**src/rtl/sha_uart_pkg.sv**
```systemverilog
// rtl/sha_uart_pkg.sv - shared constants and state type for the digest-to-UART egress path
package sha_uart_pkg;

    localparam int SHA256_DIGEST_W = 256;

    localparam logic [7:0] ASCII_0    = 8'h30;
    localparam logic [7:0] ASCII_A_UC = 8'h41;
    localparam logic [7:0] ASCII_A_LC = 8'h61;
    localparam logic [7:0] ASCII_CR   = 8'h0D;
    localparam logic [7:0] ASCII_LF   = 8'h0A;

    typedef enum logic [1:0] {
        ST_IDLE,
        ST_HEX,
        ST_CR,
        ST_LF
    } stream_state_t;

endpackage

```
**src/rtl/nibble_to_ascii.sv**
```systemverilog
// rtl/nibble_to_ascii.sv - combinational 4-bit value to ASCII hex digit
module nibble_to_ascii
    import sha_uart_pkg::*;
#(
    parameter bit UPPERCASE = 1'b0
) (
    input  logic [3:0] nibble,
    output logic [7:0] ascii
);

    always_comb begin
        if (nibble < 4'd10) begin
            ascii = ASCII_0 + {4'b0000, nibble};
        end else begin
            ascii = (UPPERCASE ? ASCII_A_UC : ASCII_A_LC) + {4'b0000, nibble} - 8'd10;
        end
    end

endmodule

```
**src/rtl/digest_hex_streamer.sv**
```systemverilog
// rtl/digest_hex_streamer.sv - captures a digest on hash_done and streams it as ASCII hex bytes
module digest_hex_streamer
    import sha_uart_pkg::*;
#(
    parameter int DIGEST_W    = SHA256_DIGEST_W,
    parameter bit UPPERCASE   = 1'b0,
    parameter bit APPEND_CRLF = 1'b1
) (
    input  logic                clk,
    input  logic                master_reset,
    input  logic                hash_done,
    input  logic [DIGEST_W-1:0] hash_out,
    output logic [7:0]          out_data,
    output logic                out_valid,
    input  logic                out_ready,
    output logic                busy,
    output logic                stream_done,
    output logic                overrun
);

    localparam int NCHAR = DIGEST_W / 4;
    localparam int CNT_W = (NCHAR > 1) ? $clog2(NCHAR) : 1;

    stream_state_t       state, state_d;
    logic [DIGEST_W-1:0] shift_reg, shift_d, shift_next;
    logic [CNT_W-1:0]    char_cnt, cnt_d;
    logic                hash_done_q;
    logic [7:0]          data_d;
    logic                valid_d, done_d, overrun_d;
    logic [7:0]          load_char, next_char;
    logic                rise, xfer, last_char;

    assign rise       = hash_done & ~hash_done_q;
    assign xfer       = out_valid & out_ready;
    assign last_char  = (char_cnt == CNT_W'(NCHAR - 1));
    assign shift_next = shift_reg << 4;
    assign busy       = (state != ST_IDLE);

    nibble_to_ascii #(.UPPERCASE(UPPERCASE)) u_load_char (
        .nibble (hash_out[DIGEST_W-1 -: 4]),
        .ascii  (load_char)
    );

    nibble_to_ascii #(.UPPERCASE(UPPERCASE)) u_next_char (
        .nibble (shift_next[DIGEST_W-1 -: 4]),
        .ascii  (next_char)
    );

    always_comb begin
        state_d   = state;
        shift_d   = shift_reg;
        cnt_d     = char_cnt;
        data_d    = out_data;
        valid_d   = out_valid;
        done_d    = 1'b0;
        overrun_d = overrun | (rise & (state != ST_IDLE));
        case (state)
            ST_IDLE: begin
                if (rise) begin
                    state_d = ST_HEX;
                    shift_d = hash_out;
                    cnt_d   = '0;
                    data_d  = load_char;
                    valid_d = 1'b1;
                end
            end
            ST_HEX: begin
                if (xfer) begin
                    if (!last_char) begin
                        shift_d = shift_next;
                        cnt_d   = char_cnt + 1'b1;
                        data_d  = next_char;
                    end else if (APPEND_CRLF) begin
                        state_d = ST_CR;
                        data_d  = ASCII_CR;
                    end else begin
                        state_d = ST_IDLE;
                        valid_d = 1'b0;
                        done_d  = 1'b1;
                    end
                end
            end
            ST_CR: begin
                if (xfer) begin
                    state_d = ST_LF;
                    data_d  = ASCII_LF;
                end
            end
            ST_LF: begin
                if (xfer) begin
                    state_d = ST_IDLE;
                    valid_d = 1'b0;
                    done_d  = 1'b1;
                end
            end
            default: begin
                state_d = ST_IDLE;
                valid_d = 1'b0;
            end
        endcase
    end

    // Reset abandons any stream in flight; a held hash_done is seen as a fresh rise afterwards.
    always_ff @(posedge clk or posedge master_reset) begin
        if (master_reset) begin
            state       <= ST_IDLE;
            shift_reg   <= '0;
            char_cnt    <= '0;
            hash_done_q <= 1'b0;
            out_data    <= 8'h00;
            out_valid   <= 1'b0;
            stream_done <= 1'b0;
            overrun     <= 1'b0;
        end else begin
            state       <= state_d;
            shift_reg   <= shift_d;
            char_cnt    <= cnt_d;
            hash_done_q <= hash_done;
            out_data    <= data_d;
            out_valid   <= valid_d;
            stream_done <= done_d;
            overrun     <= overrun_d;
        end
    end

endmodule

```
**config.mk**
```make
export PLATFORM = sky130hd
export DESIGN_NAME = digest_hex_streamer
export DESIGN_NICKNAME = d
export VERILOG_FILES = /design/src/rtl/sha_uart_pkg.sv /design/src/rtl/nibble_to_ascii.sv /design/src/rtl/digest_hex_streamer.sv
export SDC_FILE = /design/constraint.sdc
export NUM_CORES = 1
export LEC_CHECK = 0
export ABC_AREA = 1
export ABC_CLOCK_PERIOD_IN_PS = 14450
export CAP_MARGIN = 40
export CORE_MARGIN = 5
export CORE_UTILIZATION = 50
export DETAILED_ROUTE_END_ITERATION = 16
export PLACE_DENSITY = 0.8
export REMOVE_ABC_BUFFERS = 1
export SLEW_MARGIN = 20
export SYNTH_ARGS = -nofsm -noshare
export SYNTH_HDL_FRONTEND = slang
export SYNTH_HIERARCHICAL = 1
export SYNTH_SLANG_ARGS = --single-unit
```
**constraint.sdc**
```tcl
create_clock -name clk -period 14.45 [get_ports clk]
set_input_delay 2.89 -clock clk [delete_from_list [all_inputs] [get_ports clk]]
set_output_delay 2.89 -clock clk [all_outputs]
set_load 0.005 [all_outputs]
```
==> impl_metrics.csv <==
group,metric,value,unit
logic_synthesis,yosysMostFrequentCell,"nand2_1",
status,outcome,"finished, final reports clean",
setup_path,crit_required,11.56,ns
clock_network,cts_made_buffers,30,
logic_synthesis,syn_area,14030,sq um
sta,max-slew-margin-rel,39.05,%
clock_network,cts_resized,0,
clock_network,cts_tree,"done",
global_routing,grt_max_degree,206,
global_routing,gr-total-overflow,0,
sta,worstMarginPinSlew,0.9143,ns
worst_hold_path,hold_class,"reg2reg",
power_and_ir_drop,cellPowerDensity,186.5,nW/um^2
logic_synthesis,synth_area_per_cell,6.715,sq um
global_routing,grt_pass1_vias,12410,
logic_synthesis,synth_ff_type,"dfrtp_1",
logic_synthesis,synthTopCellsByCount,"nand2_1, dfrtp_1, clkbuf_1",
die,die_h,177.5,microns
finish,seq_area,6807,sq um
setup_path,critPathArrivalTime,1.99,ns
sta,fmax,204.8,MHz
placement,dpl.hpwl,22.30,mm
finish,multiInputGateArea,6459,sq um
clock_network,cts_setup_buffers,0,
drt,drt-initial-drc-count,1161,
die,die_w,177.5,microns
finish,area_growth,27.36,%
clock_network,clock_path_buffers,3,
sta,rsz0062_at_grt,"false",
die,core,27780,sq um
sta,fin_worst_skew,0.01867,ns
sta,setup_tns,0,ns
logic_synthesis,synth_edf_count,0,
clock_network,htreeDepth,1,
global_routing,gr-usage-all-layers,22.34,%
drt,post_drt_via_cell_ratio,4.826,
clock_network,root_buffer,"clkbuf_16",
die,dieArea,31510,sq um
placement,placed_cell_area,16770,sq um
power_and_ir_drop,max-vdd-ir-drop,151.1,uV
logic_synthesis,syn_inst,2089,
finish,fillCellCount,2442,
finish,final_area,17870,sq um
drt,vias,12980,
finish,final_util,64.31,%
logic_synthesis,ys_warn_count,6,
sta,setup_viol,0,
logic_synthesis,synth_top_area_share,48.52,%
global_routing,antenna_found_initial,2,
drt,drc,0,
sta,fin_crit,4.884,ns
die,start_util,50.50,%
logic_synthesis,synth-seq-cells,272,
logic_synthesis,synthArstFlopShare,100.0,%
logic_synthesis,yosysTopAreaCell,"dfrtp_1",
clock_network,cts_num_sinks,272,
finish,layout.nets,2556,
clock_network,clk-insertion-delay-late,0.54,ns
finish,drive_gt1_share,3.636,%
placement,routabilityCongestion,0.8538,
sta,finalMaxSlewViolations,0,
flow_run,drv_cap,0,
power_and_ir_drop,p_leak,10.06,nW
clock_network,clkSlewWorstSetupHoldPaths,0.06,ns
logic_synthesis,synth.area.top_cells,"dfrtp_1, nand2_1, buf_2",
setup_path,startpoint_type,"register",
global_routing,grt_first_pass_wirelength,59.52,mm
die,rows,61,
setup_path,cp_max_fo,5,
finish,largest_reg_flops,252,
logic_synthesis,synth_cell_type_count,28,
sta,min_period_over_period,33.80,%
setup_path,cp-end-kind,"output pin",
drt,routed_wirelength,35.80,mm
logic_synthesis,ys_seq_area_share,48.52,%
drt,dr.pass1.iters,5,
drt,routedWlPerCell,13.31,microns
power_and_ir_drop,power,0.003333,W
drt,ant_nets,0,
die,io_pins,272,
sta,final_hold_viol_count,0,
clock_network,cts_hold_buf,0,
placement,port_buffers,271,
setup_path,setup.worst_path.class,"reg2out",
-- cell families (layout without fill, tap and decap cells) --
logic type / count (synthesis) / in the layout / synth area share, %
other: 4 / 6 / 0.1070
AND/OR/NAND/NOR: 1636 / 1636 / 44.18
flip-flops: 272 / 272 / 48.52
buffers and inverters: 152 / 373 / 5.690
AO/OA/AOI/OAI: 16 / 16 / 0.7314
XOR/XNOR: 1 / 1 / 0.06244
adder cells (fa/ha/maj): 8 / 8 / 0.7135
-- cells in the final DEF, fill, tap and decap left out, types with 2 or more instances in the layout --
| cell type | Yosys | final |
|---|---|---|
| nand4_1 | 2 | 2 |
| a21boi_0 | 3 | 3 |
| nor2_2 | 2 | 2 |
| nand3b_1 | 3 | 3 |
| nand3_1 | 9 | 9 |
| ha_1 | 8 | 7 |
| dfrtp_1 | 272 | 272 |
| or2_2 | 2 | 2 |
| buf_4 | 22 | 6 |
| o21bai_1 | 2 | 2 |
| clkinv_2 | 0 | 7 |
| nor2_1 | 23 | 23 |
| inv_1 | 26 | 25 |
| nand2_2 | 4 | 3 |
| nand2_1 | 1589 | 1589 |
| clkbuf_16 | 0 | 31 |
| o21ai_1 | 2 | 2 |
| bufinv_16 | 0 | 2 |
| conb_1 | 4 | 4 |
| o21ai_0 | 6 | 6 |
| o21ai_2 | 2 | 2 |
| clkdlybuf4s50_1 | 0 | 271 |
| clkbuf_1 | 38 | 5 |
| inv_2 | 8 | 7 |
| nand2_8 | 0 | 2 |
| diode_2 | 0 | 2 |
| buf_16 | 0 | 7 |
| clkbuf_8 | 0 | 9 |
-- stage by stage --
step           cells  hold slack (ns)  worst slack, ns
2_1_floorplan   1971           0.4422            2.701
3_3_place_gp    2627           0.4545            8.671
3_5_place_dp    2631           0.4615            8.811
4_1_cts         2685           0.4769            9.346
5_1_grt         2690           0.4915            9.345
6_report        2690           0.4758            9.566
-- power by group --
part | internal (W) | leakage, nW | total (W) | switching, W
registers | 0.00102 | 3.57 | 0.00115 | 0.000137
logic | 0.000464 | 5.97 | 0.00141 | 0.000944
clock network | 0.000471 | 0.508 | 0.000772 | 0.000301
-- cell type report --
type | instances | area share, %
sequential | 272 | 38.10
multi-input combinational | 1665 | 36.15
timing repair buffer | 285 | 16.62
clock buffer | 45 | 5.140
tap | 378 | 2.647
inverter | 34 | 0.7843
clock inverter | 9 | 0.5322
antenna | 2 | 0.02801
-- path summary, 6_finish.rpt --
path / from / endpoint / slack [ns] / cells after the start
setup / recovery: state[0]$_DFFE_PP0P_ / busy / 9.57 / 4
hold / removal: shift_reg[210]$_DFFE_PP0P_ / shift_reg[210]$_DFFE_PP0P_ / 0.48 / 2
setup reg to reg: state[1]$_DFFE_PP0P_ / shift_reg[184]$_DFFE_PP0P_ / 10.90 / 11
hold reg to reg: shift_reg[210]$_DFFE_PP0P_ / shift_reg[210]$_DFFE_PP0P_ / 0.48 / 2
max in group asynchronous: master_reset / shift_reg[223]$_DFFE_PP0P_ / 10.28 / 5
min in group asynchronous: master_reset / shift_reg[180]$_DFFE_PP0P_ / 2.67 / 2
-- critical path, stage by stage, from the launching register on --
cell	delay, ns
dfrtp_1	0.47
inv_1	0.11
ha_1	0.28
inv_1	0.09
clkdlybuf4s50_1	0.50
-- layer usage --
metal	vias up	global-route usage [%]	part of all wire (%)
li1	6603	-	-
met1	5975	31.69	43
met2	339	36.85	49
met3	65	2.727	5.2
met4	0	5.414	2.5
met5	-	0	0
Power figures use the tool's default switching activity.
